File: config.mk
export PLATFORM = sky130hd
export DESIGN_NAME = pred_btb
export DESIGN_NICKNAME = d
export VERILOG_FILES = /design/src/rtl/riscv_pkg.sv /design/src/rtl/pred_counter.sv /design/src/rtl/pred_btb.sv
export SDC_FILE = /design/constraint.sdc
export NUM_CORES = 1
export LEC_CHECK = 0
export ABC_AREA = 1
export ABC_CLOCK_PERIOD_IN_PS = 5500
export BUFFER_PORTS_ARGS = -buffer_cell sky130_fd_sc_hd__buf_4
export CAP_MARGIN = 20
export CORE_MARGIN = 3
export CORE_UTILIZATION = 45
export DETAILED_ROUTE_END_ITERATION = 7
export MAX_ROUTING_LAYER = met4
export PLACE_DENSITY = 0.65
export RECOVER_POWER = 50
export SLEW_MARGIN = 25
export SYNTH_ARGS = -nofsm -noshare
export SYNTH_HDL_FRONTEND = slang
export SYNTH_SLANG_ARGS = --single-unit
File: constraint.sdc
create_clock -name clk -period 5.5 [get_ports clk]
set_input_delay 0.275 -clock clk [delete_from_list [all_inputs] [get_ports clk]]
set_output_delay 0.275 -clock clk [all_outputs]
set_load 0.01 [all_outputs]
File: src/rtl/riscv_pkg.sv
// Shared RISC-V core definitions: datapath width and branch predictor counter helpers.
package riscv_pkg;

  localparam int unsigned XLEN = 32;

  // Weakly-taken value: counter MSB set, all lower bits clear.
  function automatic int unsigned pred_cnt_init(input int unsigned cnt_w);
    return 32'd1 << (cnt_w - 1);
  endfunction

  // Saturating step of a cnt_w-bit counter; up=1 counts toward the max.
  function automatic int unsigned pred_cnt_sat(input int unsigned cnt,
                                               input int unsigned cnt_w,
                                               input logic        up);
    int unsigned max_v;
    max_v = (32'd1 << cnt_w) - 32'd1;
    if (up)
      return (cnt >= max_v) ? max_v : cnt + 32'd1;
    else
      return (cnt == 32'd0) ? 32'd0 : cnt - 32'd1;
  endfunction

endpackage

File: src/rtl/pred_counter.sv
// One saturating direction counter; init loads a fresh value on allocation.
module pred_counter
  import riscv_pkg::*;
#(
  parameter int unsigned CNT_W = 2
) (
  input  logic             clk,
  input  logic             reset_n,
  input  logic             en,
  input  logic             taken,
  input  logic             init,
  input  logic [CNT_W-1:0] init_val,
  output logic [CNT_W-1:0] cnt
);

  localparam logic [CNT_W-1:0] WT = CNT_W'(pred_cnt_init(CNT_W));

  always_ff @(posedge clk or negedge reset_n) begin
    if (!reset_n)
      cnt <= WT;
    else if (init)
      cnt <= init_val;
    else if (en)
      cnt <= CNT_W'(pred_cnt_sat(32'(cnt), CNT_W, taken));
  end

endmodule

File: src/rtl/pred_btb.sv
// Fully-associative BTB with per-entry saturating direction counters.
// Lookup is combinational; branch-unit updates land on the next edge.
module pred_btb
  import riscv_pkg::*;
#(
  parameter int unsigned NB_ENTRIES = 8,
  parameter int unsigned CNT_W      = 2
) (
  input  logic            clk,
  input  logic            reset_n,
  input  logic            flush_i,
  input  logic            if_req_i,
  input  logic [XLEN-1:0] if_pc_i,
  output logic            pred_v_o,
  output logic            pred_taken_o,
  output logic [XLEN-1:0] pred_pc_o,
  input  logic            bu_upd_v_i,
  input  logic [XLEN-1:0] bu_pc_branch_i,
  input  logic [XLEN-1:0] bu_pc_target_i,
  input  logic            bu_taken_i
);

  localparam int unsigned      IDX_W = $clog2(NB_ENTRIES);
  localparam logic [CNT_W-1:0] WT    = CNT_W'(pred_cnt_init(CNT_W));

  logic [NB_ENTRIES-1:0]            valid;
  logic [NB_ENTRIES-1:0][XLEN-1:0]  tag;
  logic [NB_ENTRIES-1:0][XLEN-1:0]  tgt;
  logic [NB_ENTRIES-1:0][CNT_W-1:0] cnt;
  logic [IDX_W-1:0]                 rr_ptr;

  logic [NB_ENTRIES-1:0] look_hit;
  logic [NB_ENTRIES-1:0] upd_hit;
  logic [NB_ENTRIES-1:0] cnt_en;
  logic [NB_ENTRIES-1:0] cnt_init;
  logic                  upd_any_hit;
  logic                  any_inv;
  logic [IDX_W-1:0]      first_inv;
  logic [IDX_W-1:0]      victim;
  logic                  upd_ok;
  logic                  alloc;

  // Lookup: tags are unique among valid entries, so an AND-OR mux suffices.
  always_comb begin
    pred_v_o     = 1'b0;
    pred_taken_o = 1'b0;
    pred_pc_o    = '0;
    for (int i = 0; i < NB_ENTRIES; i++) begin
      look_hit[i]  = if_req_i & valid[i] & (tag[i] == if_pc_i);
      pred_v_o     = pred_v_o | look_hit[i];
      pred_taken_o = pred_taken_o | (look_hit[i] & cnt[i][CNT_W-1]);
      pred_pc_o    = pred_pc_o | ({XLEN{look_hit[i]}} & tgt[i]);
    end
  end

  // Victim: lowest invalid entry, else the round-robin pointer.
  always_comb begin
    any_inv   = 1'b0;
    first_inv = '0;
    for (int i = NB_ENTRIES - 1; i >= 0; i--) begin
      if (!valid[i]) begin
        any_inv   = 1'b1;
        first_inv = IDX_W'(i);
      end
    end
    victim = any_inv ? first_inv : rr_ptr;
  end

  always_comb begin
    upd_any_hit = 1'b0;
    for (int i = 0; i < NB_ENTRIES; i++) begin
      upd_hit[i]  = valid[i] & (tag[i] == bu_pc_branch_i);
      upd_any_hit = upd_any_hit | upd_hit[i];
    end
  end

  // Flush wins over a same-cycle update.
  assign upd_ok = bu_upd_v_i & ~flush_i;
  assign alloc  = upd_ok & ~upd_any_hit & bu_taken_i;

  always_comb begin
    for (int i = 0; i < NB_ENTRIES; i++) begin
      cnt_en[i]   = upd_ok & upd_hit[i];
      cnt_init[i] = alloc & (victim == IDX_W'(i));
    end
  end

  always_ff @(posedge clk or negedge reset_n) begin
    if (!reset_n) begin
      valid  <= '0;
      tag    <= '0;
      tgt    <= '0;
      rr_ptr <= '0;
    end else if (flush_i) begin
      valid  <= '0;
      rr_ptr <= '0;
    end else begin
      for (int i = 0; i < NB_ENTRIES; i++) begin
        if (cnt_init[i]) begin
          valid[i] <= 1'b1;
          tag[i]   <= bu_pc_branch_i;
          tgt[i]   <= bu_pc_target_i;
        end else if (cnt_en[i] && bu_taken_i) begin
          tgt[i]   <= bu_pc_target_i;
        end
      end
      if (alloc && !any_inv)
        rr_ptr <= rr_ptr + 1'b1;
    end
  end

  for (genvar g = 0; g < NB_ENTRIES; g++) begin : g_cnt
    pred_counter #(.CNT_W(CNT_W)) u_cnt (
      .clk      (clk),
      .reset_n  (reset_n),
      .en       (cnt_en[g]),
      .taken    (bu_taken_i),
      .init     (cnt_init[g]),
      .init_val (WT),
      .cnt      (cnt[g])
    );
  end

endmodule

## Yosys cells after proc, flatten, opt, wreduce, memory -nomap -nowiden

Index checks and enable logic that the tools add are counted.

| storage, ports and cells | value |
|---|---|
| logic and storage cells | 314 |
| input port bits | 102 |
| output and inout port bits | 34 |
| flip-flop bits (word level) | 539 |

| cells by class | value |
|---|---|
| mux-type cells | 84 |
| bitwise logic cells | 89 |
| magnitude comparators | 8 |
| equality and inequality tests | 23 |
| add/sub/neg operators | 17 |
| reduce and logical (&&, ||, !) cells | 60 |

Operators with widths:

| operator | count |
|---|---|
| == test 32 bit | 16 |
| two-way mux 32 bit | 16 |
| bitwise AND 32 bit | 8 |
| bitwise OR 32 bit | 7 |
| two-way mux 2 bit | 40 |
| bitwise AND 1 bit | 51 |
| nonzero test 2 bit | 25 |
| two-way mux 3 bit | 11 |
| AND reduction 2 bit | 16 |
| bitwise OR 1 bit | 21 |
| adder 2 x 1 -> 2 bit (second input constant) | 8 |
| greater-or-equal comparator 2 bit (second input constant) | 8 |
| logical NOT 2 bit | 8 |
| two-way mux 1 bit | 16 |
| subtractor 2 x 1 -> 2 bit (second input constant) | 8 |
| == test 3 bit (second input constant) | 4 |
| logical AND 1 bit | 9 |
| two-way mux 8 bit | 1 |
| == test 3 x 2 -> 1 bit (second input constant) | 2 |
| adder 3 x 1 -> 3 bit (second input constant) | 1 |
| == test 3 x 1 -> 1 bit (second input constant) | 1 |
| logical NOT 3 bit | 1 |
| inverter 1 bit | 2 |
| logical NOT 1 bit | 1 |

## Longest topological paths before layout

Gate-level depths: netlist of run 1.

| logic depth | value |
|---|---|
| word-level depth | 15 |
| gate-level depth with buffers | 20 |
| mapped depth without buffers | 17 |

## Hierarchy

From an unflattened synthesis of run 1, not the netlist that was laid out.

| second synthesis, totals | value |
|---|---|
| cell total of the unflattened synthesis | 4175 |
| area, all modules | 30152.7 um^2 |

Modules (own cells, without submodules):

| module | cells an instance | area each (um^2) | times used | sequential area each (um^2) |
|---|---|---|---|---|
| pred_btb | 3999 | 29101.7 | 1 | 13087.6 |
| pred_counter | 22 | 131.4 | 8 | 51.3 |

## Worst setup path before layout of run 1

OpenSTA, ideal clock, no wires.

| timing | value |
|---|---|
| path kind | input-to-output |
| from | in if_pc_i[12] |
| to | out pred_pc_o[19] |
| required time | 5.225 ns |
| arrival | 1.994 ns |
| buffers on the path | 2 |
| path slack | 3.231 ns |
| stages on the path | 10 |
| cell sequence | clkbuf_1 or2_2 a221oi_1 nand2_1 nor2_1 clkbuf_1 nand3_1 nand2_1 nor2_1 nand2_1 |

| on the way | value |
|---|---|
| word-level cells in the longest chain between the ends | 10 |
| elaborated cells on any way between the ends | 31 |
| classes of those cells | eq/ne (8); bitwise (23) |

Ends and longest elaborated chain:

| what | line | source |
|---|---|---|
| start, declared | pred_btb.sv:13 | `input logic [XLEN-1:0] if_pc_i,` |
| == test 32 bit | pred_btb.sv:49 | `look_hit[i] = if_req_i & valid[i] & (tag[i] == if_pc_i);` |
| bitwise AND 1 bit | pred_btb.sv:49 |  |
| bitwise AND 32 bit | pred_btb.sv:52 | `pred_pc_o = pred_pc_o \| ({XLEN{look_hit[i]}} & tgt[i]);` |
| bitwise OR 32 bit (6 in a row) | pred_btb.sv:52 |  |
| bitwise OR 32 bit * | pred_btb.sv:52 |  |
| end, declared | pred_btb.sv:16 | `output logic [XLEN-1:0] pred_pc_o,` |

Every way passes the cells marked *; elsewhere a longest branch is shown, timed or not.

## Worst setup path in the final report of run 1

| timing | value |
|---|---|
| from | reg tag[183] in the netlist's numbering |
| to | out pred_pc_o[9] |

| on the way | value |
|---|---|
| word-level cells in the longest chain between the ends | 6 |

Ends and longest elaborated chain:

| what | line | source |
|---|---|---|
| start, declared | pred_btb.sv:27 | `logic [NB_ENTRIES-1:0][XLEN-1:0] tag;` |
| start signal, assigned by index | pred_btb.sv:101 | `tag[i] <= bu_pc_branch_i;` |
| == test 32 bit | pred_btb.sv:49 |  |
| bitwise AND 1 bit | pred_btb.sv:49 |  |
| bitwise AND 32 bit | pred_btb.sv:52 |  |
| bitwise OR 32 bit (3 in a row) | pred_btb.sv:52 |  |

No other way between the ends.

==> results by group, run 1 <==
Logic synthesis
  • Avg Inst Size Synth: 7.19 µm²
  • Cells after Synth: 4,350
  • FF+latch count, synth: 539
  • EDFF count, synth: 0
  • Synth top area cells: dfrtp_1 43%, nand2_1 19%, nand3_1 7.4%
  • Distinct cells, synth: 53
  • Post-Syn Area: 31,300 µm²
  • Synth warnings: 0
  • Fraction of registers with async set/reset: 1.00
  • Synth Net Count: 4,453
  • Ys flop type: dfrtp_1
  • Yosys top cell by area: dfrtp_1
  • Commonest cells in the synthesized netlist: 1,559 x nand2_1, 531 x dfrtp_1, 460 x nand3_1
  • Share of the synthesized area in the top cell type: 0.425
  • Sequential area share after synthesis: 0.432
  • Most frequent cell after synthesis: nand2_1

Pwr
  • Leak: 0.0173 µW
  • Sw frac: 0.317
  • Pint: 7120 µW
  • PwrDens: 298 nW/µm²
  • Sequential share of power: 0.441
  • Maximum VDD drop: 0.000280 V
  • Logic gate share of total power: 0.144
  • Clock share of power: 0.416
  • Net Switching: 3300 µW

Clocking
  • TritonCTS buffer count: 60
  • Worst skew pair latency: 670 ps
  • CTS tree: yes
  • CTS Sinks: 539
  • CTS root buf: clkbuf_16
  • Clock slew at reported path FFs: 70 ps
  • H-Tree Depth: 2
  • Clock Tree Buf Depth: 3

Global routing
  • Initial antenna violation count: 17
  • Vias in the first global route: 30,600
  • GRT Util Overall: 0.481
  • Largest net degree at the start of global routing: 175
  • First-pass GRT wire length: 241,000 µm
  • GRT overflow: 0

Routing
  • Post-DR wirelength/cell: 32.7 µm
  • DRC viols: 0
  • 1st-iter DRT viols: 6,100
  • DRT Wirelength: 175,000 µm
  • Via/cell ratio: 6.32
  • DRT antenna net count: 0
  • First-pass detailed-route iteration total: 8
  • Via count: 33,800

Layout
  • Area grow syn2layout: 12.1%
  • Sequential Area: 13,500 µm²
  • Final std cells w/o fill: 5,341
  • Area used by multi-input combinational logic: 15,300 µm²
  • Cell area after layout: 35,000 µm²
  • Fill cells: 6,693
  • Fin nets: 4,451
  • Layout cell share with drive strength beyond 1: 0.0900

Worst setup path
  • R2R setup slack: 1220 ps
  • Worst stage delay on the critical path: 780 ps
  • Crit path capture type: primary output
  • Slowest cell on crit path: nor4_1
  • Critical Path AT: 4420 ps
  • CP Cell Sequence: inv_1 -> o21ai_0 -> nor4_1 -> nand4_1 -> nor2_4 -> buf_4 -> nand3_1 -> nand2_1 -> nor2_1 -> nand2_1 -> buf_4
  • Reg2reg start: tag[200]
  • R2R Path End: tgt[27]
  • Crit-path max FO: 15
  • R2r worst-path depth: 15
  • Critical path type: register to primary output
  • Req. time, crit path: 5220 ps
  • Worst setup SP type: register

STA
  • Min cycle time layout: 4700 ps
  • Hold Vio Cnt, Final: 0
  • Clk_skew: 32.6 ps
  • RSZ-0062 raised after global routing: no
  • Actual slew at the worst max-slew pin: 3030 ps
  • Final setup viols: 0
  • Fin crit share: 0.854
  • Slew HR: -1.02
  • Setup_tns: 0 ps
  • Slew Viols, Final: 338
  • Fmax: 213 MHz

Die
  • Die Ht: 270 µm
  • DIE WIDTH: 270 µm
  • Cell Rows: 96
  • Num ports: 136
  • Core area: 68,700 µm²
  • Total die area: 72,700 µm²
  • Initial core utilization: 0.455

Min path
  • Worst Hold Class: input pin to register
  • Min-Delay Endpoint: g_cnt[1].u_cnt.cnt[1]
  • WHS Path Cells: 5
  • Hold wc startpoint: bu_taken_i

Place
  • Post-placement cell area: 32,600 µm²
  • GPL Wtd Cong: 1.15
  • Port buffer count: 135
  • Post-DP HPWL: 128,000 µm
  • Placed instance count: 5,181

Run
  • Max-cap violations: 3

Outcome
  • Failing checks: max-capacitance violations, max-slew violations
  • Status: finished, violations left
==> cell usage in the layout (no fill, tap or decap), types with 4 or more instances in the layout <==
master	count
nand2_1	1556
dfrtp_1	531
nand3_1	459
o21ai_0	362
nor2_1	301
inv_1	240
buf_4	186
o22ai_1	122
xnor2_1	82
xor2_1	81
clkbuf_16	60
nand4_1	54
nor4_1	35
dlygate4sd3_1	34
a21oi_1	28
nand3_2	26
inv_2	22
nor3_1	21
a221oi_1	18
clkbuf_8	14
o21ai_1	13
clkinv_2	12
diode_2	11
nor2_4	10
or2_2	10
clkbuf_1	9
dfstp_2	8
o211ai_1	7
nand2_4	6
nand2_2	6
clkinvlp_4	6
buf_12	6
o2111ai_1	5
a22oi_1	5
bufinv_16	5
clkinv_1	4
nor4b_1	4
nor3b_1	4
o21a_1	4
==> layout make-up <==
| class | instances | area share |
|---|---|---|
| multi-input cells | 3249 | 0.437 |
| flip-flops and latches | 539 | 0.385 |
| repair buffers | 231 | 0.0547 |
| clock buffers | 82 | 0.0492 |
| well taps | 931 | 0.0333 |
| inverters | 267 | 0.0288 |
| clock inverters | 31 | 0.0108 |
| diodes | 11 | 0.000786 |
==> through the flow <==
step                total power (µW)  worst slack (ps)   util  hold slack (ps)
global placement                6020              1580  0.474              348
finish                         10400               803  0.510              103
global route                   10600              1030  0.510              121
floorplan                       5260              3230      -            -20.6
detailed placement              6030              1620  0.474              350
CTS                            10300              1120  0.510             78.7
==> layer usage <==
metal,GRT usage,wire (µm),up-vias,part of all wire
li1,-,-,14100,-
met1,0.662,69200,16400,0.40
met2,0.660,71100,2828,0.41
met3,0.132,24500,485,0.14
met4,0.211,9930,0,0.057
met5,-,0,-,0
==> sequential cells by signal, indices dropped and copies added (netlist names) <==
register / cells
valid: 8
g_cnt.u_cnt.cnt: 16
rr_ptr: 3
tag: 256
tgt: 256
==> power groups by stage <==
stage / sequential [µW] / combinational [µW] / clock (µW)
2_1_floorplan: 4470 / 783 / 0
3_3_place_gp: 4620 / 1390 / 0
6_report: 4590 / 1500 / 4330
3_5_place_dp: 4630 / 1400 / 0
5_1_grt: 4600 / 1560 / 4480
4_1_cts: 4560 / 1430 / 4310
==> how the worst max path moves through the flow <==
stage | to | slack, ps | startpoint | cells past startpoint
floorplan | pred_pc_o[19] | 3230 | if_pc_i[12] | 10
global placement | pred_pc_o[9] | 1580 | if_pc_i[19] | 13
detailed placement | pred_pc_o[9] | 1620 | if_pc_i[19] | 13
finish | pred_pc_o[9] | 800 | tag[183] | 11
CTS | pred_pc_o[9] | 1120 | tag[183] | 11
global route | pred_pc_o[9] | 1030 | tag[183] | 11
==> critical path: cells and delay by family (launching register included) <==
family | cells | cell delay, ps
AOI/OAI and AO/OA | 1 | 230
buffers and inverters | 3 | 740
and+or+nand+nor | 7 | 2250
DFF | 1 | 520
==> logic make-up after synthesis <==
group | Yosys count | share of synthesized area
simple gates | 2510 | 0.338
buf+inv | 562 | 0.0816
compound gates | 573 | 0.102
xor+xnor | 163 | 0.0457
flops | 539 | 0.432
mux | 2 | 0.000640
fa+ha+maj | 1 | 0.000400
==> timing repair <==
item,CTS,global route
endpoints found under the hold margin,349,0
buffers inserted,0,0
resized for setup,0,0
setup endpoints to repair,0,0
hold buffers,34,0
(Power assumes the default switching activity.)
==> run 2: changes to the inputs <==
- ABC_AREA: 1 -> default
==> run 2 against run 1 <==
The run still ends with max-capacitance violations, max-slew violations left. Cell area down 5.4%. Global-route usage shrank 19 points. First-iteration DRC count is 66% lower. Sequential share of layout area up 2.2 points. Final cell count down 38%. Largest power group unchanged. Synthesized cell count decreased by 47%. Clock power up 4%. Largest cell class unchanged. Combinational power is 7% lower. Worst hold slack got worse by 8.8 ps. Wire length fell by 43%. Fmax rose by 0.10%.
==> results by group, run 2 <==
Outcome
  • Status: finished, violations left
  • Failing checks: max-capacitance violations, max-slew violations

Logic synthesis
  • Ys flop type: dfrtp_1
  • Post-Syn Area: 29,500 µm² (-5.5%)
  • Fraction of registers with async set/reset: 1.00 (unchanged)
  • Sequential area share after synthesis: 0.457 (+0.0251)
  • Commonest cells in the synthesized netlist: 531 x dfrtp_1, 328 x mux2_2, 266 x xor2_1
  • Avg Inst Size Synth: 12.7 µm² (+77%)
  • Synth top area cells: dfrtp_1 45%, mux2_2 13%, xor2_1 7.9%
  • FF+latch count, synth: 539 (unchanged)
  • Cells after Synth: 2,327 (-47%)
  • Share of the synthesized area in the top cell type: 0.450 (+0.0247)
  • Synth warnings: 0 (unchanged)
  • Distinct cells, synth: 63 (+19%)
  • Yosys top cell by area: dfrtp_1
  • Most frequent cell after synthesis: dfrtp_1
  • EDFF count, synth: 0 (unchanged)
  • Synth Net Count: 2,430 (-45%)

Place
  • Place WS: 1320 ps (-304 ps)
  • Post-DP HPWL: 64,500 µm (-50%)
  • GPL Wtd Cong: 0.989 (-14%)
  • Placed instance count: 3,172 (-39%)
  • Port buffer count: 135 (unchanged)
  • Post-placement cell area: 30,600 µm² (-6.1%)

Die
  • Total die area: 68,800 µm² (-5.4%)
  • Die Ht: 262 µm (-2.7%)
  • Num ports: 136 (unchanged)
  • Initial core utilization: 0.457 (+0.00168)
  • Cell Rows: 93 (-3.1%)
  • DIE WIDTH: 262 µm (-2.7%)
  • Core area: 64,700 µm² (-5.8%)

Layout
  • Fin nets: 2,517 (-43%)
  • Layout cell share with drive strength beyond 1: 0.312 (+0.222)
  • Final std cells w/o fill: 3,321 (-38%)
  • Cell area after layout: 33,100 µm² (-5.4%)
  • Commonest non-fill, non-tap cell in the layout: dfrtp_1
  • Area grow syn2layout: 12.1% (about the same)
  • Most frequent cells in the layout: 531 x dfrtp_1, 328 x mux2_2, 266 x xor2_1
  • Largest registers: tag x256, tgt x256, g_cnt.u_cnt.cnt x16

Worst setup path
  • CP bufs+invs: 1 (-2)
  • Worst stage delay on the critical path: 750 ps (-30 ps)
  • Worst setup SP type: register
  • Critical path type: register to register
  • CP Cell Sequence: xnor2_1 -> nand4_1 -> nor4_1 -> nand4_1 -> and4_1 -> nand4_1 -> nand2b_4 -> buf_4 -> mux2_1
  • Crit-path max FO: 26 (+11)
  • Top delay family on crit path: simple AND/OR/NAND/NOR gates
  • Req. time, crit path: 6010 ps (+790 ps)
  • Critical Path AT: 5200 ps (+780 ps)
  • Crit path capture type: register
  • Worst setup path start: tag[55]
  • Reg2reg start: tag[55]
  • Slowest cell on crit path: nor4_1
  • Worst path most repeated cell: nand4_1

Pwr
  • Leak: 0.0152 µW (-12%)
  • PwrDens: 316 nW/µm² (+6.2%)
  • Maximum VDD drop: 0.000231 V (-18%)

Global routing
  • GRT overflow: 0 (unchanged)
  • First-pass GRT wire length: 145,000 µm (-40%)
  • Vias in the first global route: 20,900 (-32%)
  • GRT Util Overall: 0.290 (-0.191)
  • Largest net degree at the start of global routing: 160 (-8.6%)
  • Initial antenna violation count: 5 (-12)

STA
  • Fmax: 213 MHz (+0.10%)
  • Slew HR: -1.02 (-0.00582)
  • Final setup viols: 0 (unchanged)
  • Slew Viols, Final: 112 (-67%)
  • Actual slew at the worst max-slew pin: 3040 ps (+8.73 ps)
  • RSZ-0062 raised after global routing: no
  • Min cycle time layout: 4690 ps (-4.80 ps)
  • Hold Vio Cnt, Final: 0 (unchanged)
  • Setup_tns: 0 ps (unchanged)
  • Fin crit share: 0.853 (-0.000873)
  • Clk_skew: 56.3 ps (+23.6 ps)
  • Final WS setup: 808 ps (+4.80 ps)

Min path
  • Hold wc startpoint: bu_pc_branch_i[23]
  • Worst Hold Class: input pin to register

Routing
  • DRT Wirelength: 99,000 µm (-43%)
  • Post-DR wirelength/cell: 29.8 µm (-8.9%)
  • 1st-iter DRT viols: 2,070 (-66%)
  • First-pass detailed-route iteration total: 5 (-3)
  • Via count: 20,300 (-40%)
  • DRC viols: 0 (unchanged)
  • DRT antenna net count: 0 (unchanged)
  • Via/cell ratio: 6.11 (-3.4%)

Clocking
  • Clock slew at reported path FFs: 60 ps (about the same)
  • Worst skew pair latency: 660 ps (about the same)
  • CTS tree: yes
  • Post-cts resize count: 0 (unchanged)
  • TritonCTS buffer count: 60 (unchanged)
  • H-Tree Depth: 2 (unchanged)
  • CTS Sinks: 539 (unchanged)
  • CTS root buf: clkbuf_16
  • Clock Tree Buf Depth: 3 (unchanged)

Run
  • Max-cap violations: 2 (-1)
run 2: repair_timing:
action,in CTS,in global routing
endpoints found under the hold margin,362,0
setup buffers,0,0
hold buffers,35,0
run 2: logic make-up (layout without fill, tap and decap cells):
family                     Yosys count  in the layout  share of synthesized area
DFF                                539            539                      0.457
muxes                              512            512                      0.211
xor gates and xnor gates           507            507                      0.150
and+or+nand+nor                    364            364                     0.0772
AOI/OAI and AO/OA                  212            212                     0.0548
buffers and inverters              192            328                     0.0490
adders and majority gates            1              1                   0.000423
other                                0              3                          0
run 2: routing by layer:
| metal | share of wire | track usage | vias up |
|---|---|---|---|
| met5 | 0 | - | - |
| li1 | - | - | 8505 |
| met1 | 0.45 | 0.406 | 10700 |
| met3 | 0.084 | 0.0600 | 173 |
| met2 | 0.44 | 0.428 | 901 |
| met4 | 0.029 | 0.0803 | 0 |
run 2: power by group:
group / total [µW] / leakage [µW] / internal (µW) / switching, µW
registers: 4570 / 0.00724 / 4270 / 302
clock network: 4500 / 0.00109 / 2750 / 1750
logic: 1390 / 0.00688 / 630 / 764
total: 10500 / 0.0152 / 7650 / 2820
run 2: worst paths after layout:
path                       depth (start not counted)  slack [ps]        to
max                                                9         810  tag[156]
min                                                2          90  tag[215]
max reg2reg                                        9         810  tag[156]
min reg2reg                                        1         490  tgt[214]
max in group asynchronous                          3        2310   tag[70]
min in group asynchronous                          2        1180  tag[110]
run 2: final cells by class:
cell class	instances	area (µm²)
clock inverters	28	515
well taps	855	1070
repair buffers	203	1670
diodes	3	7.51
clock buffers	83	1720
multi-input cells	1596	14600
flip-flops and latches	539	13500
fillers	5709	31600
inverters	14	52.6
run 2: metrics by stage:
| step | hold WS, ps | utilization | total power [µW] |
|---|---|---|---|
| detailed placement | 433 | 0.473 | 5970 |
| CTS | 66.4 | 0.513 | 10500 |
| floorplan | -20.6 | - | 5440 |
| global placement | 418 | 0.473 | 5940 |
| finish | 94.5 | 0.512 | 10500 |
| global route | 105 | 0.512 | 10800 |
run 2: worst reg2reg max path, cell delays in order, from the launching register on:
cell	delay (ps)
dfrtp_1	470
xnor2_1	480
nand4_1	170
nor4_1	750
nand4_1	530
and4_1	390
nand4_1	570
nand2b_4	590
buf_4	300
mux2_1	330
